===== config.mk =====
export PLATFORM = sky130hd
export DESIGN_NAME = multiplier
export DESIGN_NICKNAME = d
export VERILOG_FILES = /design/src/rtl/multiplier.sv
export SDC_FILE = /design/constraint.sdc
export NUM_CORES = 1
export LEC_CHECK = 0
export ABC_CLOCK_PERIOD_IN_PS = 6700
export BUFFER_PORTS_ARGS = -buffer_cell sky130_fd_sc_hd__buf_2
export CAP_MARGIN = 20
export CORE_ASPECT_RATIO = 0.9
export CORE_MARGIN = 2
export CORE_UTILIZATION = 35
export CTS_CLUSTER_DIAMETER = 150
export DETAILED_ROUTE_END_ITERATION = 12
export PLACE_DENSITY = 0.57
export SYNTH_ARGS = -nofsm -noshare
export SYNTH_HDL_FRONTEND = slang
export SYNTH_SLANG_ARGS = --single-unit

===== constraint.sdc =====
create_clock -name clk -period 6.7 [get_ports clk]
set_input_delay 0.67 -clock clk [delete_from_list [all_inputs] [get_ports clk]]
set_output_delay 0.67 -clock clk [all_outputs]
set_load 0.01 [all_outputs]

===== src/rtl/multiplier.sv =====
// Row dot-product engine: accumulates 784 pixel*weight terms, two per cycle,
// and reports a saturated 16-bit result plus an overflow flag.
module multiplier (
    input  logic        clk,
    input  logic        n_rst,
    input  logic [3:0]  row_select,
    input  logic        begin_mult,
    input  logic [7:0]  pixel_value_1,
    input  logic [7:0]  pixel_value_2,
    input  logic [15:0] weight_value_1,
    input  logic [15:0] weight_value_2,
    output logic [9:0]  pixel_address_1,
    output logic [9:0]  pixel_address_2,
    output logic [12:0] weight_address_1,
    output logic [12:0] weight_address_2,
    output logic        done_row,
    output logic [15:0] row_result,
    output logic        overflow,
    output logic        w_result_ena
);

    typedef enum logic [1:0] {IDLE, MAC, DONE} state_t;

    localparam logic [8:0]  LAST_K   = 9'd391;
    localparam logic [12:0] ROW_SIZE = 13'd784;

    state_t      state, state_next;
    logic [3:0]  row;
    logic [8:0]  k;
    logic [35:0] acc;
    logic [35:0] acc_sum;
    logic [24:0] term;
    logic        start;
    logic        last;
    logic [8:0]  k_eff;
    logic [9:0]  pix_base;
    logic [12:0] weight_base;

    // NOTE: every variable written here gets a default first so no latch is inferred.
    always_comb begin
        start      = (state == IDLE) && begin_mult && (row_select <= 4'd9);
        last       = (state == MAC) && (k == LAST_K);
        term       = 25'(pixel_value_1) * 25'(weight_value_1)
                   + 25'(pixel_value_2) * 25'(weight_value_2);
        acc_sum    = acc + 36'(term);
        state_next = state;
        case (state)
            IDLE:    if (start) state_next = MAC;
            MAC:     if (last)  state_next = DONE;
            DONE:    state_next = IDLE;
            default: state_next = IDLE;
        endcase
    end

    // NOTE: sequential state uses non-blocking assignments only.
    always_ff @(posedge clk) begin
        if (n_rst) begin
            state      <= IDLE;
            row        <= '0;
            k          <= '0;
            acc        <= '0;
            row_result <= '0;
            overflow   <= 1'b0;
        end else begin
            state <= state_next;
            if (start) begin
                row      <= row_select;
                k        <= '0;
                acc      <= '0;
                overflow <= 1'b0;
            end else if (state == MAC) begin
                acc <= acc_sum;
                k   <= k + 9'd1;
                if (last) begin
                    row_result <= (acc_sum > 36'd65535) ? 16'hFFFF : acc_sum[15:0];
                    overflow   <= (acc_sum > 36'd65535);
                end
            end
        end
    end

    // Outside MAC the addresses rest on the first pair of the captured row.
    always_comb begin
        k_eff            = (state == MAC) ? k : 9'd0;
        pix_base         = {k_eff, 1'b0};
        weight_base      = 13'(row) * ROW_SIZE;
        pixel_address_1  = pix_base;
        pixel_address_2  = pix_base | 10'd1;
        weight_address_1 = weight_base + 13'(pix_base);
        weight_address_2 = weight_address_1 + 13'd1;
    end

    assign done_row     = (state == DONE);
    assign w_result_ena = (state == DONE);

endmodule


* Word level (Yosys, flattened, before mapping) *
Index checks and enable logic that the tools add are counted.

word-level totals
  bits in registers = 68
  latch bits = 0
  memory bits (writable) = 0
  ROM bits = 0
  bits of input ports = 55
  output and inout port bits = 65
  word-level logic and storage cells = 35
  memories kept = 0

operators by class
  add/subtract/negate cells = 5
  $mul = 3
  div/mod/pow operators = 0
  order comparisons = 2
  eq/ne operators = 5
  shifts and indexed selects = 0
  multiplexer cells = 5
  bitwise logic cells = 1
  reductions and logical operators = 8

operators by type and width
  cell                                                                                count
  8-bit by 16-bit multiplier with 24-bit output                                       2
  36-bit by 25-bit adder with 36-bit output                                           1
  36-bit by 16-bit greater-than comparator with 1-bit output (second input constant)  1
  24-bit by 24-bit adder with 25-bit output                                           1
  16-bit 2-to-1 mux                                                                   1
  13-bit by 1-bit adder with 13-bit output (second input constant)                    1
  13-bit by 10-bit adder with 13-bit output                                           1
  9-bit by 1-bit adder with 9-bit output (second input constant)                      1
  9-bit == test (second input constant)                                               1
  4-bit by 6-bit multiplier with 9-bit output (second input constant)                 1
  9-bit 2-to-1 mux                                                                    1
  4-bit less-or-equal comparator (second input constant)                              1
  2-bit 2-to-1 mux                                                                    2
  2-bit inequality test (second input constant)                                       2
  2-bit one-hot mux with 2 select lines                                               1
  2-bit AND reduction                                                                 2
  1-bit logical AND                                                                   3
  3-bit AND reduction                                                                 1
  2-bit by 1-bit == test with 1-bit output (second input constant)                    1
  2-bit == test (second input constant)                                               1
  2-bit zero test                                                                     1
  2-bit OR reduction                                                                  1
  1-bit inverter                                                                      1

* Longest topological paths before layout *
  depth in word-level cells = 5
  depth in mapped cells = 25
  depth with buffers taken out = 23

* Worst setup path after synthesis *
No wires, ideal clock.

  path type = input to register
  start point = input port pixel_value_2[4]
  end point = register row_result[10]
  library setup time = 0.134 ns
  data arrival time = 6.765 ns
  data required time = 6.566 ns
  setup slack = -0.199 ns
  cell stages on the path = 23
  path buffers = 3
  cell sequence = clkbuf_1 nand2_1 fa_1 inv_1 fa_1 fa_1 fa_1 fa_1 inv_1 fa_1 inv_1 ha_1 buf_2 a21oi_1 o211ai_1 a41oi_1 a21oi_1 a221oi_1 a21oi_1 mux2i_1 nor4_4 buf_6 a211oi_1

between the ends
  cells in the longest elaborated chain, start to end = 5

RTL lines
  what                                                        line  text
  from (decl)                                                 9     input logic [7:0] pixel_value_2,
  8-bit by 16-bit multiplier with 24-bit output (*)           44    + 25'(pixel_value_2) * 25'(weight_value_2);
  24-bit by 24-bit adder with 25-bit output (*)               44
  36-bit by 25-bit adder with 36-bit output (*)               45    acc_sum = acc + 36'(term);
  36-bit by 16-bit greater-than comparator with 1-bit output  75    row_result <= (acc_sum > 36'd65535) ? 16'hFFFF : acc_sum[15:0];
  16-bit 2-to-1 mux (*)                                       75
  to (signal assigned)                                        75
  to (decl)                                                   17    output logic [15:0] row_result,

Mark *: on every way between the ends. The rest lies on a longest branch, timed or not.
A chain may end at the register's enable or synchronous reset.

* Worst setup path after layout *
  start point = input port pixel_value_2[6]
  end point = register row_result[5]

between the ends
  cells in the longest elaborated chain, start to end = 5

RTL lines
  what                                                        line
  8-bit by 16-bit multiplier with 24-bit output               44
  24-bit by 24-bit adder with 25-bit output                   44
  36-bit by 25-bit adder with 36-bit output                   45
  36-bit by 16-bit greater-than comparator with 1-bit output  75
  16-bit 2-to-1 mux                                           75

No other way between the ends.

==> flow_summary.toml <==
[die]
row_count = 66
die_h_um = 185
die_area_um2 = 38000
initial_utilization_pct = 35.4
io_pins = 120
core-area_um2 = 36100
die_width_um = 205

[sta]
setup_viol = 0
clock_skew_ns = 0.00851
tightest_slew_ns = 0.785
fmax_mhz = 152
drv_slew = 0
rsz0062_at_grt = "true"
timing.hold.ws_ns = 0.457
hold_viol = 0
fin_crit_sh_pct = 98.4
relSlewSlack_pct = 47.4
layout_setup_ws_ns = 0.104
period_needed_ns = 6.60

[global_route]
grt_pass1_vias = 10600
grt_pass1_wl_um = 53400
track_usage_pct = 17.6
grt_antenna_before_repair = 0
gr-total-overflow = 0
grt_max_degree = 47

[clocking]
holdBufCountCts = 0
clk_pin_slew_ns = 0.06
cts-buffers-inserted = 9
clock-root-buffer = "clkbuf_16"
clk_latency_ns = 0.34
clock-sinks = 68
cts_tree = "yes"
cts_max_level = 3
clk_path_buf_depth = 2

[place]
placed_cell_area_um2 = 14800
place_inst = 2183
dp_hpwl_um = 27800
gp_congestion = 0.877
port_buffers = 115
pre_cts_slack_ns = -0.555

[worst_setup_path]
crit_arrival_ns = 6.80
critPathTopFamily = "adder cells"
crit_path_end_kind = "register"
path_max_fanout = 8
crit_buf_inv = 11
slowest_delay_ns = 0.57
worstSetupPathType = "input pin to register"
cp_data_required_time_ns = 6.91
cp_common_cell = "fa_1"
cp_slowest_cell = "fa_1"
critPathLaunchType = "input pin"

[layout]
stdcell_count = 2217
nets = 2119
final_cell_mix = "inv_1, fa_1, nand2_1"
final_common_cell = "inv_1"
syn2layout_area_growth_pct = 23.3
diodes = 0
fin_area_um2 = 15700
fill_cells = 3632
drive_gt1_share_pct = 22.5

[logic_synthesis]
async_flop_share_pct = 0
yosys.area.top_type = "fa_1"
ys_ff_latch = 68
avgSynthCellArea_um2 = 8.41
synth_cell_type_count = 56
yosys-top-cells-area = "fa_1, dfxtp_1, inv_1"
synth_cells = 1519
seq_area_frac_synth_pct = 10.7
synth_area_um2 = 12800
synthFlopType = "dfxtp_1"
synth_warnings = 0
yosysTopAreaCellShare_pct = 36.5
synth_edf_count = 0

[route]
drcViolationCount = 0
num_vias = 10400
wl_per_cell_um = 14.7
drtIter0Drc = 510
dr.pass1.iters = 5
antenna_left = 0
wl_um = 32500
routed_via_density = 4.71

[worst_hold_path]
worstHoldPathType = "register to register"

[job]
cap_violations = 0

[status]
outcome = "finished, final reports clean"
==> sequential cells by signal (all words and copies together), names as in the netlist <==
register / count
k: 9
state: 2
overflow: 1
row_result: 16
row: 4
acc: 36
==> layer usage <==
layer / part of all wire, % / vias up / GRT usage, %
met3: 4.1 / 15 / 2.48
met2: 48 / 165 / 29.1
li1: - / 5037 / -
met4: 0.81 / 0 / 2.39
met1: 47 / 5218 / 25.1
met5: 0 / - / 0
==> logic make-up (layout without fill, tap and decap cells) <==
kind of cell | after synthesis | in the layout | share of synthesized area, %
AND/OR/NAND/NOR | 501 | 501 | 19.0
buffers and inverters | 405 | 625 | 12.8
multiplexers | 7 | 7 | 0.549
XOR/XNOR | 43 | 43 | 2.95
AO/OA/AOI/OAI | 165 | 165 | 8.11
adder cells (fa/ha/maj) | 328 | 328 | 45.8
flip-flops | 68 | 68 | 10.7
other | 2 | 4 | 0.0588
==> through the flow <==
step                TNS [ns]  util [%]
finish                     0      43.6
global route           -1.31      43.6
CTS                        0      41.9
detailed placement     -9.38      41.0
global placement       -9.00      41.0
floorplan                  0         -
==> what timing repair did <==
| item | in CTS | in global routing |
|---|---|---|
| pin swaps | 3 | 78 |
| gates resized for setup | 7 | 116 |
| setup endpoints to repair | 17 | 17 |
| gates cloned | 0 | 2 |
| buffers inserted | 1 | 15 |
| endpoints found under the hold margin | 0 | 0 |
==> cell usage after synthesis, drive strengths merged (14+ instances only) <==
master	n
a211oi	21
a21o	14
a21oi	62
and2	128
buf	39
clkbuf	40
dfxtp	68
fa	233
ha	95
inv	326
nand2	201
nand3	21
nor2	84
nor3	18
o21ai	31
xnor2	25
xor2	18
==> area by class of cell <==
class / instances / area (µm²) / area share, %
Clock inverter: 6 / 70.1 / 0.445
Timing Repair Buffer: 283 / 2050 / 13.0
Tap cell: 476 / 596 / 3.78
Multi-Input combinational cell: 1048 / 10200 / 64.8
Sequential cell: 68 / 1360 / 8.65
Inverter: 326 / 1220 / 7.77
Clock buffer: 10 / 239 / 1.52
==> worst reg2reg max path, cell delays in order (launching register included) <==
cell and delay, ns:
dfxtp_1 0.33, inv_1 0.07, fa_1 0.54, inv_1 0.04, ha_1 0.27, inv_1 0.04
fa_1 0.48, inv_1 0.06, fa_1 0.54, fa_1 0.46, a211oi_1 0.33, buf_4 0.18
o211ai_1 0.13, a41oi_2 0.31, buf_4 0.19, and3_1 0.15, nor3_1 0.07, nor4_2 0.25
nand4_1 0.18, nor4_4 0.18, buf_6 0.17, clkbuf_16 0.16, a211oi_1 0.06
==> worst paths after layout <==
check                        start       endpoint  slack, ns  depth (start not counted)
setup / recovery  pixel_value_2[6]  row_result[5]       0.10                         27
hold / removal              acc[3]         acc[3]       0.46                          2
setup reg to reg            acc[3]  row_result[5]       1.37                         22
hold reg to reg             acc[3]         acc[3]       0.46                          2
Power is not shown: default switching activity piles up to over one toggle a cycle in this logic, so the estimate is an artifact.
